File: config.mk
export PLATFORM = sky130hd
export DESIGN_NAME = seg7_frame_decoder
export DESIGN_NICKNAME = d
export VERILOG_FILES = /design/src/rtl/seg7_frame_decoder_pkg.sv /design/src/rtl/seg7_to_hex.sv /design/src/rtl/seg7_frame_decoder.sv
export SDC_FILE = /design/constraint.sdc
export NUM_CORES = 1
export LEC_CHECK = 0
export CAP_MARGIN = 20
export CORE_UTILIZATION = 30
export DETAILED_ROUTE_END_ITERATION = 10
export GPL_TIMING_DRIVEN = 0
export MAX_ROUTING_LAYER = met4
export PLACE_DENSITY_LB_ADDON = 0.08
export SETUP_SLACK_MARGIN = 0.2
export SYNTH_ARGS = -nofsm -noshare
export SYNTH_HDL_FRONTEND = slang
export SYNTH_SLANG_ARGS = --single-unit
File: constraint.sdc
create_clock -name Clock -period 3.7 [get_ports Clock]
set_clock_uncertainty 0.1 [all_clocks]
set_input_delay 0.37 -clock Clock [delete_from_list [all_inputs] [get_ports Clock]]
set_output_delay 0.37 -clock Clock [all_outputs]
set_load 0.01 [all_outputs]
File: src/rtl/seg7_frame_decoder_pkg.sv
// Shared definitions for the serial seven-segment frame decoder:
// glyph patterns (active-low, Seg[6:0]), FSM states and the FIFO entry layout.
package seg7_frame_decoder_pkg;

    localparam int SEG_W = 7;

    localparam logic [SEG_W-1:0] SEG_0 = 7'h40;
    localparam logic [SEG_W-1:0] SEG_1 = 7'h79;
    localparam logic [SEG_W-1:0] SEG_2 = 7'h24;
    localparam logic [SEG_W-1:0] SEG_3 = 7'h30;
    localparam logic [SEG_W-1:0] SEG_4 = 7'h19;
    localparam logic [SEG_W-1:0] SEG_5 = 7'h12;
    localparam logic [SEG_W-1:0] SEG_6 = 7'h02;
    localparam logic [SEG_W-1:0] SEG_7 = 7'h78;
    localparam logic [SEG_W-1:0] SEG_8 = 7'h00;
    localparam logic [SEG_W-1:0] SEG_9 = 7'h10;
    localparam logic [SEG_W-1:0] SEG_A = 7'h08;
    localparam logic [SEG_W-1:0] SEG_B = 7'h03;
    localparam logic [SEG_W-1:0] SEG_C = 7'h46;
    localparam logic [SEG_W-1:0] SEG_D = 7'h21;
    localparam logic [SEG_W-1:0] SEG_E = 7'h06;
    localparam logic [SEG_W-1:0] SEG_F = 7'h0E;

    typedef enum logic {
        IDLE = 1'b0,
        RECV = 1'b1
    } state_t;

    typedef struct packed {
        logic [SEG_W-1:0] raw;
        logic             invalid;
        logic [3:0]       value;
    } entry_t;

endpackage

File: src/rtl/seg7_to_hex.sv
// Combinational lookup from an active-low segment pattern back to its hex digit.
// Patterns outside the 16-glyph set report invalid with a zero value.
module seg7_to_hex
    import seg7_frame_decoder_pkg::*;
(
    input  logic [SEG_W-1:0] seg,
    output logic             invalid,
    output logic [3:0]       value
);

    always_comb begin
        invalid = 1'b0;
        value   = 4'h0;
        case (seg)
            SEG_0:   value = 4'h0;
            SEG_1:   value = 4'h1;
            SEG_2:   value = 4'h2;
            SEG_3:   value = 4'h3;
            SEG_4:   value = 4'h4;
            SEG_5:   value = 4'h5;
            SEG_6:   value = 4'h6;
            SEG_7:   value = 4'h7;
            SEG_8:   value = 4'h8;
            SEG_9:   value = 4'h9;
            SEG_A:   value = 4'hA;
            SEG_B:   value = 4'hB;
            SEG_C:   value = 4'hC;
            SEG_D:   value = 4'hD;
            SEG_E:   value = 4'hE;
            SEG_F:   value = 4'hF;
            default: invalid = 1'b1;
        endcase
    end

endmodule

File: src/rtl/seg7_frame_decoder.sv
// Serial seven-segment frame receiver: shifts in 7-bit frames, decodes them
// and queues {raw, invalid, value} entries in a small valid/ready FIFO.
module seg7_frame_decoder
    import seg7_frame_decoder_pkg::*;
#(
    parameter int DEPTH = 4
) (
    input  logic             Clock,
    input  logic             Resetn,
    input  logic             SerData,
    input  logic             SerStrobe,
    input  logic             FrameStart,
    input  logic             OutReady,
    output logic             OutValid,
    output logic [3:0]       OutValue,
    output logic             OutInvalid,
    output logic [SEG_W-1:0] OutRaw,
    output logic             Busy,
    output logic             FrameErr,
    output logic             Overflow
);

    localparam int AW = $clog2(DEPTH);
    localparam logic [AW:0] PTR_ONE = {{AW{1'b0}}, 1'b1};

    state_t           state, state_n;
    logic [SEG_W-1:0] shreg, shreg_n;
    logic [2:0]       cnt, cnt_n;
    logic             err_n;
    logic             frame_done;
    logic [SEG_W-1:0] frame;
    logic             dec_inv;
    logic [3:0]       dec_val;

    logic [AW:0]      wr_ptr, rd_ptr;
    entry_t           mem [DEPTH];
    entry_t           head;
    logic             empty, full, push, pop;

    // Bit 6 arrives live on SerData so the frame is decoded and pushed on its own strobe.
    assign frame = {SerData, shreg[5:0]};

    seg7_to_hex u_dec (
        .seg     (frame),
        .invalid (dec_inv),
        .value   (dec_val)
    );

    always_comb begin
        state_n    = state;
        shreg_n    = shreg;
        cnt_n      = cnt;
        err_n      = 1'b0;
        frame_done = 1'b0;
        case (state)
            IDLE: begin
                if (SerStrobe && FrameStart) begin
                    shreg_n[0] = SerData;
                    cnt_n      = 3'd1;
                    state_n    = RECV;
                end
            end
            RECV: begin
                if (SerStrobe && FrameStart) begin
                    err_n      = 1'b1;
                    shreg_n[0] = SerData;
                    cnt_n      = 3'd1;
                end else if (SerStrobe && cnt == 3'd6) begin
                    frame_done = 1'b1;
                    cnt_n      = 3'd0;
                    state_n    = IDLE;
                end else if (SerStrobe) begin
                    shreg_n[cnt] = SerData;
                    cnt_n        = cnt + 3'd1;
                end
            end
            default: state_n = IDLE;
        endcase
    end

    assign empty = (wr_ptr == rd_ptr);
    assign full  = (wr_ptr[AW] != rd_ptr[AW]) &&
                   (wr_ptr[AW-1:0] == rd_ptr[AW-1:0]);
    assign pop   = !empty && OutReady;
    assign push  = frame_done && (!full || pop);

    always_ff @(posedge Clock) begin
        if (!Resetn) begin
            state    <= IDLE;
            shreg    <= '0;
            cnt      <= 3'd0;
            wr_ptr   <= '0;
            rd_ptr   <= '0;
            FrameErr <= 1'b0;
            Overflow <= 1'b0;
        end else begin
            state    <= state_n;
            shreg    <= shreg_n;
            cnt      <= cnt_n;
            FrameErr <= err_n;
            if (push) wr_ptr <= wr_ptr + PTR_ONE;
            if (pop) rd_ptr <= rd_ptr + PTR_ONE;
            if (frame_done && !push) Overflow <= 1'b1;
        end
    end

    // Storage needs no reset: the empty flag masks stale entries.
    always_ff @(posedge Clock) begin
        if (Resetn && push) begin
            mem[wr_ptr[AW-1:0]] <= '{raw: frame, invalid: dec_inv, value: dec_val};
        end
    end

    assign head       = mem[rd_ptr[AW-1:0]];
    assign OutValid   = !empty;
    assign OutValue   = empty ? 4'h0 : head.value;
    assign OutInvalid = empty ? 1'b0 : head.invalid;
    assign OutRaw     = empty ? '0 : head.raw;
    assign Busy       = (state == RECV);

endmodule

; Word-level counts from Yosys, hierarchy flattened
; Memory sizes are Yosys's and may differ from the RTL's. A register that Yosys moved wholly into a read port is not among the register bits.
; Cells that the tools add are included.
[totals]
ff_bits = 19
ram_bits = 48
input_bits = 6
output_inout_bits = 16
mem_count = 1
[mem_list]
columns = name, words, width, rd, rd_ports_with_merged_regs, wr, line
row1 = mem, 4, 12, 1, 1, 1, seg7_frame_decoder.sv:36  ; entry_t mem [DEPTH];
[classes]
add_sub_neg = 3
n_lt_le_gt_ge = 2
n_eq_ne = 23
n_mux = 29
n_bitwise = 3
reduce_logical = 18
[ops]
columns = cell, count
row1 = case mux 4 bit (15 select lines), 1
row2 = "== test 7 bit, second input constant", 4
row3 = "== test 7 x 5 -> 1 bit, second input constant", 3
row4 = "== test 7 x 6 -> 1 bit, second input constant", 3
row5 = OR reduction 16 bit, 1
row6 = 2-to-1 mux 1 bit, 15
row7 = "== test 7 x 2 -> 1 bit, second input constant", 2
row8 = "== test 7 x 4 -> 1 bit, second input constant", 2
row9 = 2-to-1 mux 3 bit, 4
row10 = "adder 3 x 1 -> 3 bit, second input constant", 3
row11 = logical AND 1 bit, 8
row12 = bitwise mux 7 bit, 1
row13 = "== test 7 x 3 -> 1 bit, second input constant", 1
row14 = logical NOT 7 bit, 1
row15 = 2-to-1 mux 7 bit, 1
row16 = case mux 3 bit (2 select lines), 1
row17 = "< comparator 3 x 4 -> 1 bit, second input constant", 1
row18 = 2-to-1 mux 2 bit, 2
row19 = 2-to-1 mux 4 bit, 1
row20 = "!= test 4 x 2 -> 1 bit, second input constant", 1
row21 = case mux 1 bit (2 select lines), 2
row22 = AND reduction 2 bit, 2
row23 = AND reduction 4 bit, 1
row24 = demux 1 bit (select 3 bit), 1
row25 = 12 further kinds, 16

; Depth between registers and ports, before layout
; Gate-level depths: netlist of the first run.
[logic_depth]
depth_word = 9
depth_mapped = 6

; By module
; Synthesis of the first run repeated with hierarchy kept, for this count alone.
[hier_totals]
cells_unflattened = 239
area_unflattened_um2 = 3219.3
[modules_own_cells]
columns = mod, n_inst, cells_per_inst, area_per_inst_um2
row1 = seg7_frame_decoder, 1, 182, 2869.0
row2 = seg7_to_hex, 1, 57, 350.3

; Least setup slack after synthesis of the first run
; Ideal clock, no wire load.
[synth_timing]
kind = flip-flop to flip-flop
start = register cnt[1]
end = memory mem[3][0] (netlist name) (enable)
setup_time_ns = 0.412
arrival_ns = 2.224
required_time_ns = 3.188
path_slack_ns = 0.964
path_stages_with_launch = 5
period_less_slack_ns = 2.736
cell_sequence = dfxtp_1 ha_1 nand2_1 or2_4 nor4_1
[synth_between]
elab_chain_cells = 9
[synth_rtl]
columns = element, line
row1 = start: declaration, seg7_frame_decoder.sv:28  ; logic [2:0] cnt, cnt_n;
row2 = start signal: assignment, seg7_frame_decoder.sv:99  ; cnt <= cnt_n;
row3 = == test 3 bit, seg7_frame_decoder.sv:68  ; end else if (SerStrobe && cnt == 3'd6) begin
row4 = logical AND 1 bit, seg7_frame_decoder.sv:68
row5 = 2-to-1 mux 1 bit, seg7_frame_decoder.sv:68
row6 = 2-to-1 mux 1 bit, seg7_frame_decoder.sv:64  ; if (SerStrobe && FrameStart) begin
row7 = 2-to-1 mux 1 bit, seg7_frame_decoder.sv:55  ; case (state)
row8 = logical AND 1 bit, seg7_frame_decoder.sv:85  ; assign push = frame_done && (!full || pop);
row9 = logical AND 1 bit, seg7_frame_decoder.sv:109  ; if (Resetn && push) begin
row10 = 2-to-1 mux 1 bit, seg7_frame_decoder.sv:109
row11 = 2-to-1 mux 1 bit (implied by the code), seg7_frame_decoder.sv:110  ; mem[wr_ptr[AW-1:0]] <= '{raw: frame, invalid: dec_inv, value: dec_val};
row12 = end: declaration, seg7_frame_decoder.sv:36
; No other way between the ends.

; Worst setup path in the final report of the first run
[layout_timing]
start = register wr_ptr[1]
end = output port OutRaw[4]
[layout_between]
elab_chain_cells = 2
[layout_rtl]
columns = element, line
row1 = start: declaration, seg7_frame_decoder.sv:35  ; logic [AW:0] wr_ptr, rd_ptr;
row2 = start signal: assignment, seg7_frame_decoder.sv:101  ; if (push) wr_ptr <= wr_ptr + PTR_ONE;
row3 = == test 3 bit, seg7_frame_decoder.sv:81  ; assign empty = (wr_ptr == rd_ptr);
row4 = 2-to-1 mux 7 bit, seg7_frame_decoder.sv:118  ; assign OutRaw = empty ? '0 : head.raw;
row5 = end: declaration, seg7_frame_decoder.sv:17  ; output logic [SEG_W-1:0] OutRaw,
; No other way between the ends.

==> results of run 1 <==
layout make-up:
type,count,area share
Timing Repair Buffer,21,0.0549
Sequential cell,68,0.493
Buffer,14,0.0154
Inverter,8,0.00804
Clock buffer,12,0.0476
Tap cell,133,0.0445
Multi-Input combinational cell,155,0.323
Clock inverter,4,0.0141
routing by layer:
metal	vias up	part of all wire	GRT usage	routed length (um)
met4	0	0.015	0.0643	95
met5	-	0	-	0
li1	984	-	-	-
met1	946	0.50	0.176	3230
met3	7	0.028	0.0326	181
met2	34	0.46	0.198	2990
stage by stage:
| stage | hold WS [ns] | std cells |
|---|---|---|
| after floorplan | 0.358 | 245 |
| after CTS | 0.211 | 415 |
| after global routing | 0.231 | 415 |
| after detailed placement | 0.379 | 399 |
| final | 0.239 | 415 |
| after global placement | 0.376 | 397 |
worst min-delay path, cell delays in order:
cell and delay [ns]:
buf_4 0.15, nand2_1 0.08, nor2_1 0.04
synth_stat cells, types with 2 or more instances:
cell | number | area (um2)
or3_1 | 3 | 18.8
nor3_1 | 6 | 30.0
mux4_2 | 12 | 270
nor3b_1 | 3 | 22.5
nand3b_1 | 3 | 22.5
nor2_1 | 22 | 82.6
xor2_1 | 5 | 43.8
nor4_1 | 3 | 18.8
inv_1 | 7 | 26.3
nor2b_1 | 16 | 100
o31ai_1 | 2 | 15.0
and3_1 | 3 | 18.8
mux2i_1 | 8 | 80.1
o21ai_0 | 9 | 45.0
nand3_1 | 3 | 15.0
edfxtp_1 | 48 | 1440
clkbuf_1 | 12 | 45.0
ha_1 | 7 | 87.6
dfxtp_1 | 20 | 400
a21oi_1 | 9 | 45.0
nand2_1 | 15 | 56.3
nand2b_1 | 3 | 18.8
sequential cells by signal, indices dropped and copies added (netlist names), named ones only:
name,count
Busy,1
FrameErr,1
Overflow,1
cnt,3
mem,48
rd_ptr,3
shreg,6
wr_ptr,3
worst max-delay path by stage:
stage | endpoint | depth (start not counted)
5_1_grt | OutRaw[4] | 5
2_1_floorplan | mem[3][0] | 4
3_3_place_gp | mem[3][9] | 4
4_1_cts | OutRaw[4] | 5
3_5_place_dp | mem[0][7] | 5
6_report | OutRaw[4] | 5
where the power goes:
part           switching (mW)  internal, mW
sequential            0.00536         0.810
combinational          0.0255        0.0166
clock                   0.284         0.395
kinds of logic after synthesis:
family | Yosys count | share of synthesized area
buffers and inverters | 22 | 0.0280
adder cells (fa/ha/maj) | 7 | 0.0280
XOR/XNOR | 5 | 0.0140
AO/OA/AOI/OAI | 32 | 0.0656
flip-flops | 68 | 0.589
multiplexers | 20 | 0.112
AND/OR/NAND/NOR | 91 | 0.164
==> results_dict.tcl, run 1 <==
set metrics [dict create \
    cp-start-kind "flop" \
    drive_above_1_share 0.131 \
    reg2reg_slack_ns 1.05 \
    ctsHtreeMaxLevel 3 \
    grt_start_max_net_pins 13 \
    cp.buffers_inverters 2 \
    ys.flop_type "edfxtp_1" \
    syn-mean-instance-area_um2 12.8 \
    hold_viol_final 0 \
    max_cap_violations 0 \
    fill_cells 966 \
    fin_tns_setup_ns 0 \
    worst_slack_ns 0.630 \
    drv_slew 0 \
    final_common_cell "edfxtp_1" \
    cp-end-kind "output pin" \
    ant_nets 0 \
    outcome "finished, final reports clean" \
    final-setup-viol-count 0 \
    grt.total_usage 0.135 \
    antenna_found_initial 0 \
    drt_iter0_drc 113 \
    cp_top_family "buffers and inverters" \
    rsz0062_at_grt "no" \
    cpMaxStageDelayCell "nor3_1" \
    pin_count 22 \
    p_leak_nw 1.29 \
    wl_per_cell_um 15.7 \
    cpPeakStageDelay_ns 0.60 \
    crit_required_ns 3.23 \
    synth_seq_cells 68 \
    crit_path_max_fanout 10 \
    antenna_cells 0 \
    clockBufferDepth 2 \
    power_mw 1.54 \
    num-nets-final 290 \
    ys_warn_count 0 \
    cts.sinks 68 \
    die_h_um 104 \
    area_delta_synth_final_pct 19.4 \
    cp.arrival_ns 2.60 \
    worst_slew_pin_slew_ns 1.01 \
    finalCritPeriodShare 0.830 \
    first_global_vias 1971 \
    synth_edf_count 48 \
    cts_resized 0 \
    pre_cts_slack_ns 0.702 \
    min_path_type "in2reg" \
    synth.cell_area_um2 3130 \
    clk_latency_ns 0.34 \
    async_reset_ff_frac 0 \
    first_pass_iters 4 \
    die_area_um2 10800 \
    period_minus_slack_ns 3.07 \
    vdd_drop_max_mv 0.147 \
    num_vias 1971 \
    slew-limit-headroom 0.319 \
    clkTransAtPathRegs_ns 0.08 \
    gp_congestion 0.789 \
    tritoncts "done" \
    cts_root_buf "clkbuf_8" \
    drc 0 \
    final_cell_mix "edfxtp_1, nor2_1, dfxtp_1" \
    layout.area.seq_um2 1840 \
    cts.hold.buffers_added 0 \
    start_util 0.314 \
    reg2reg_to "mem[1][4]" \
    multi_input_area_um2 1200 \
    core_area_um2 9950 \
    routed_wirelength_mm 6.50 \
    syn_inst 245 \
    whs_endpoint "FrameErr" \
    final_util 0.375 \
    vias_per_cell 4.75 \
    final_area_um2 3740 \
    worst_r2r_path_depth 5 \
    startpoint "wr_ptr[1]" \
    reg2reg_from "cnt[1]" \
    dp_hpwl_mm 4.35 \
    pwr_density_cell_nw_per_um2 411 \
    io_buffers 19 \
    holdCritStartpoint "SerStrobe" \
    timing.hold.worst_path_depth 3 \
    synth_nets 258 \
    rows 36 \
    critPathKind "reg2out" \
    numCtsBuffers 9 \
    grt_overflow_total 0 \
    post_dp_cell_area_um2 3510 \
    seq_area_frac_synth 0.589 \
    path_cells "xor2_1, nor3_1, clkbuf_1, nor2b_1, clkdlybuf4s50_1" \
    timing.fmax_ghz 0.326 \
    cts_setup_buffers 0 \
    dieWidth_um 104 \
    grt_pass1_wl_mm 10.7 \
    synth_cell_types 48 \
]
Power figures use the tool's default switching activity.
==> inputs of run 2 (changes only) <==
==> constraint.sdc (replaced) <==
create_clock -name Clock -period 3.06 [get_ports Clock]
set_clock_uncertainty 0.1 [all_clocks]
set_input_delay 0.306 -clock Clock [delete_from_list [all_inputs] [get_ports Clock]]
set_output_delay 0.306 -clock Clock [all_outputs]
set_load 0.01 [all_outputs]
==> run 2 against run 1 <==
Sequential cell count did not move. Sequential power rose by 21%. Clock-buffer cell count did not move. Non-clock buffer count did not move. Total power rose by 21%. Via count rose by 0.46%. Wire length barely moved. Critical path type unchanged. Global-route usage barely moved. Sequential share of layout area fell by 0.13 points. Register-to-register slack got worse by 0.63 ns. Largest power group unchanged.
==> results_dict.tcl, run 2 (synthesis results as in run 1) <==
set metrics [dict create \
    clk_latency_ns 0.34 \
    cp_top_family "buffers and inverters" \
    gp_congestion 0.789 \
    worst_r2r_path_depth 5 \
    dieWidth_um 104 \
    critPathKind "reg2out" \
    worst_slew_pin_slew_ns 0.967 \
    cpMaxStageDelayCell "clkbuf_1" \
    antenna_cells 0 \
    outcome "finished, final reports clean" \
    ctsHtreeMaxLevel 3 \
    timing.fmax_ghz 0.366 \
    die_area_um2 10800 \
    antenna_found_initial 0 \
    routed_wirelength_mm 6.50 \
    final-setup-viol-count 0 \
    grt.total_usage 0.135 \
    hold_viol_final 0 \
    min_path_type "in2reg" \
    pin_count 22 \
    reg2reg_from "cnt[1]" \
    cp-start-kind "flop" \
    crit_required_ns 2.65 \
    grt_pass1_wl_mm 10.7 \
    die_h_um 104 \
    num-nets-final 290 \
    drive_above_1_share 0.142 \
    cts.hold.buffers_added 0 \
    io_buffers 19 \
    reg2reg_slack_ns 0.42 \
    max_cap_violations 0 \
    num_vias 1980 \
    ant_nets 0 \
    cp.buffers_inverters 2 \
    largest_reg_flops 48 \
    crit_end "OutValue[3]" \
    cp.depth 4 \
    first_pass_iters 4 \
    pre_cts_slack_ns 0.126 \
    cp-end-kind "output pin" \
    cts_root_buf "clkbuf_8" \
    post_dp_cell_area_um2 3510 \
    drc 0 \
    rsz0062_at_grt "no" \
    start_util 0.314 \
    rows 36 \
    vdd_drop_max_mv 0.178 \
    area_delta_synth_final_pct 19.8 \
    grt_overflow_total 0 \
    crit_path_max_fanout 10 \
    tritoncts "done" \
    clockBufferDepth 2 \
    drv_slew 0 \
    cts.sinks 68 \
    slew-limit-headroom 0.347 \
    cpPeakStageDelay_ns 0.56 \
    drt_iter0_drc 99 \
    wl_per_cell_um 15.7 \
    numCtsBuffers 9 \
    cp.arrival_ns 2.33 \
    finalCritPeriodShare 0.893 \
    path_cells "clkbuf_1, mux4_2, nor2b_1, clkdlybuf4s50_1" \
    worst_slack_ns 0.329 \
    p_leak_nw 1.29 \
    reg2reg_to "mem[0][9]" \
    first_global_vias 1970 \
    final_area_um2 3750 \
    period_minus_slack_ns 2.73 \
    grt_start_max_net_pins 13 \
    vias_per_cell 4.77 \
    cts_setup_buffers 0 \
    pwr_density_cell_nw_per_um2 496 \
    dp_hpwl_mm 4.35 \
    core_area_um2 9950 \
    final_util 0.376 \
    final_cell_mix "edfxtp_1, nor2_1, dfxtp_1" \
    clkTransAtPathRegs_ns 0.08 \
    final_common_cell "edfxtp_1" \
]
==> run 2: changes by cell type in the layout (fill, tap and decap cells not counted) <==
cell,change
and3_1,-1
nor3_1,-1
nor3_2,+1
clkbuf_4,+1
buf_2,-1
clkbuf_1,-1
and3_2,+1
clkbuf_2,+1
==> run 2: how the worst min path moves through the flow <==
stage / start / to / slack [ns] / depth (start not counted)
global route: SerStrobe / FrameErr / 0.17 / 3
floorplan: SerData / mem[0][11] / 0.30 / 0
global placement: Overflow / Overflow / 0.38 / 2
detailed placement: Overflow / Overflow / 0.38 / 2
finish: SerStrobe / FrameErr / 0.18 / 3
CTS: SerStrobe / FrameErr / 0.15 / 3
==> run 2: per-layer routing <==
layer / share of wire / GRT usage / wire length (um) / vias up
met1: 0.50 / 0.176 / 3220 / 957
met2: 0.46 / 0.198 / 2990 / 36
met5: 0 / - / 0 / -
li1: - / - / - / 980
met3: 0.030 / 0.0326 / 194 / 7
met4: 0.014 / 0.0643 / 94 / 0
==> run 2: area by class of cell <==
| cell class | instances | area (um2) |
|---|---|---|
| tap | 133 | 166 |
| clock inverter | 4 | 52.6 |
| inverter | 8 | 30.0 |
| timing repair buffer | 21 | 205 |
| sequential | 68 | 1840 |
| fill | 968 | 6210 |
| multi-input combinational | 155 | 1210 |
| clock buffer | 12 | 178 |
| buffer | 14 | 61.3 |
==> run 2: power breakdown <==
part	internal, mW	leakage, nW	switching, mW
logic	0.0201	0.556	0.0311
registers	0.979	0.622	0.00648
clock network	0.477	0.117	0.344
==> run 2: stage by stage <==
step	cells	setup TNS [ns]	power, mW	hold WS, ns
finish	415	0	1.86	0.175
global route	415	0	1.94	0.167
CTS	415	0	1.89	0.147
detailed placement	399	0	1.06	0.379
global placement	397	-14.98	1.06	0.376
floorplan	245	0	1.04	0.305
==> run 2: tightest hold or removal path, delay by kind of cell <==
kind / cells / cell delay, ns
simple gates: 2 / 0.12
buf+inv: 1 / 0.15
==> run 2: timing repair <==
| action | CTS | global route |
|---|---|---|
| resized for setup | 2 | 2 |
| gates cloned | 0 | 0 |
| endpoints found under the setup margin | 10 | 15 |
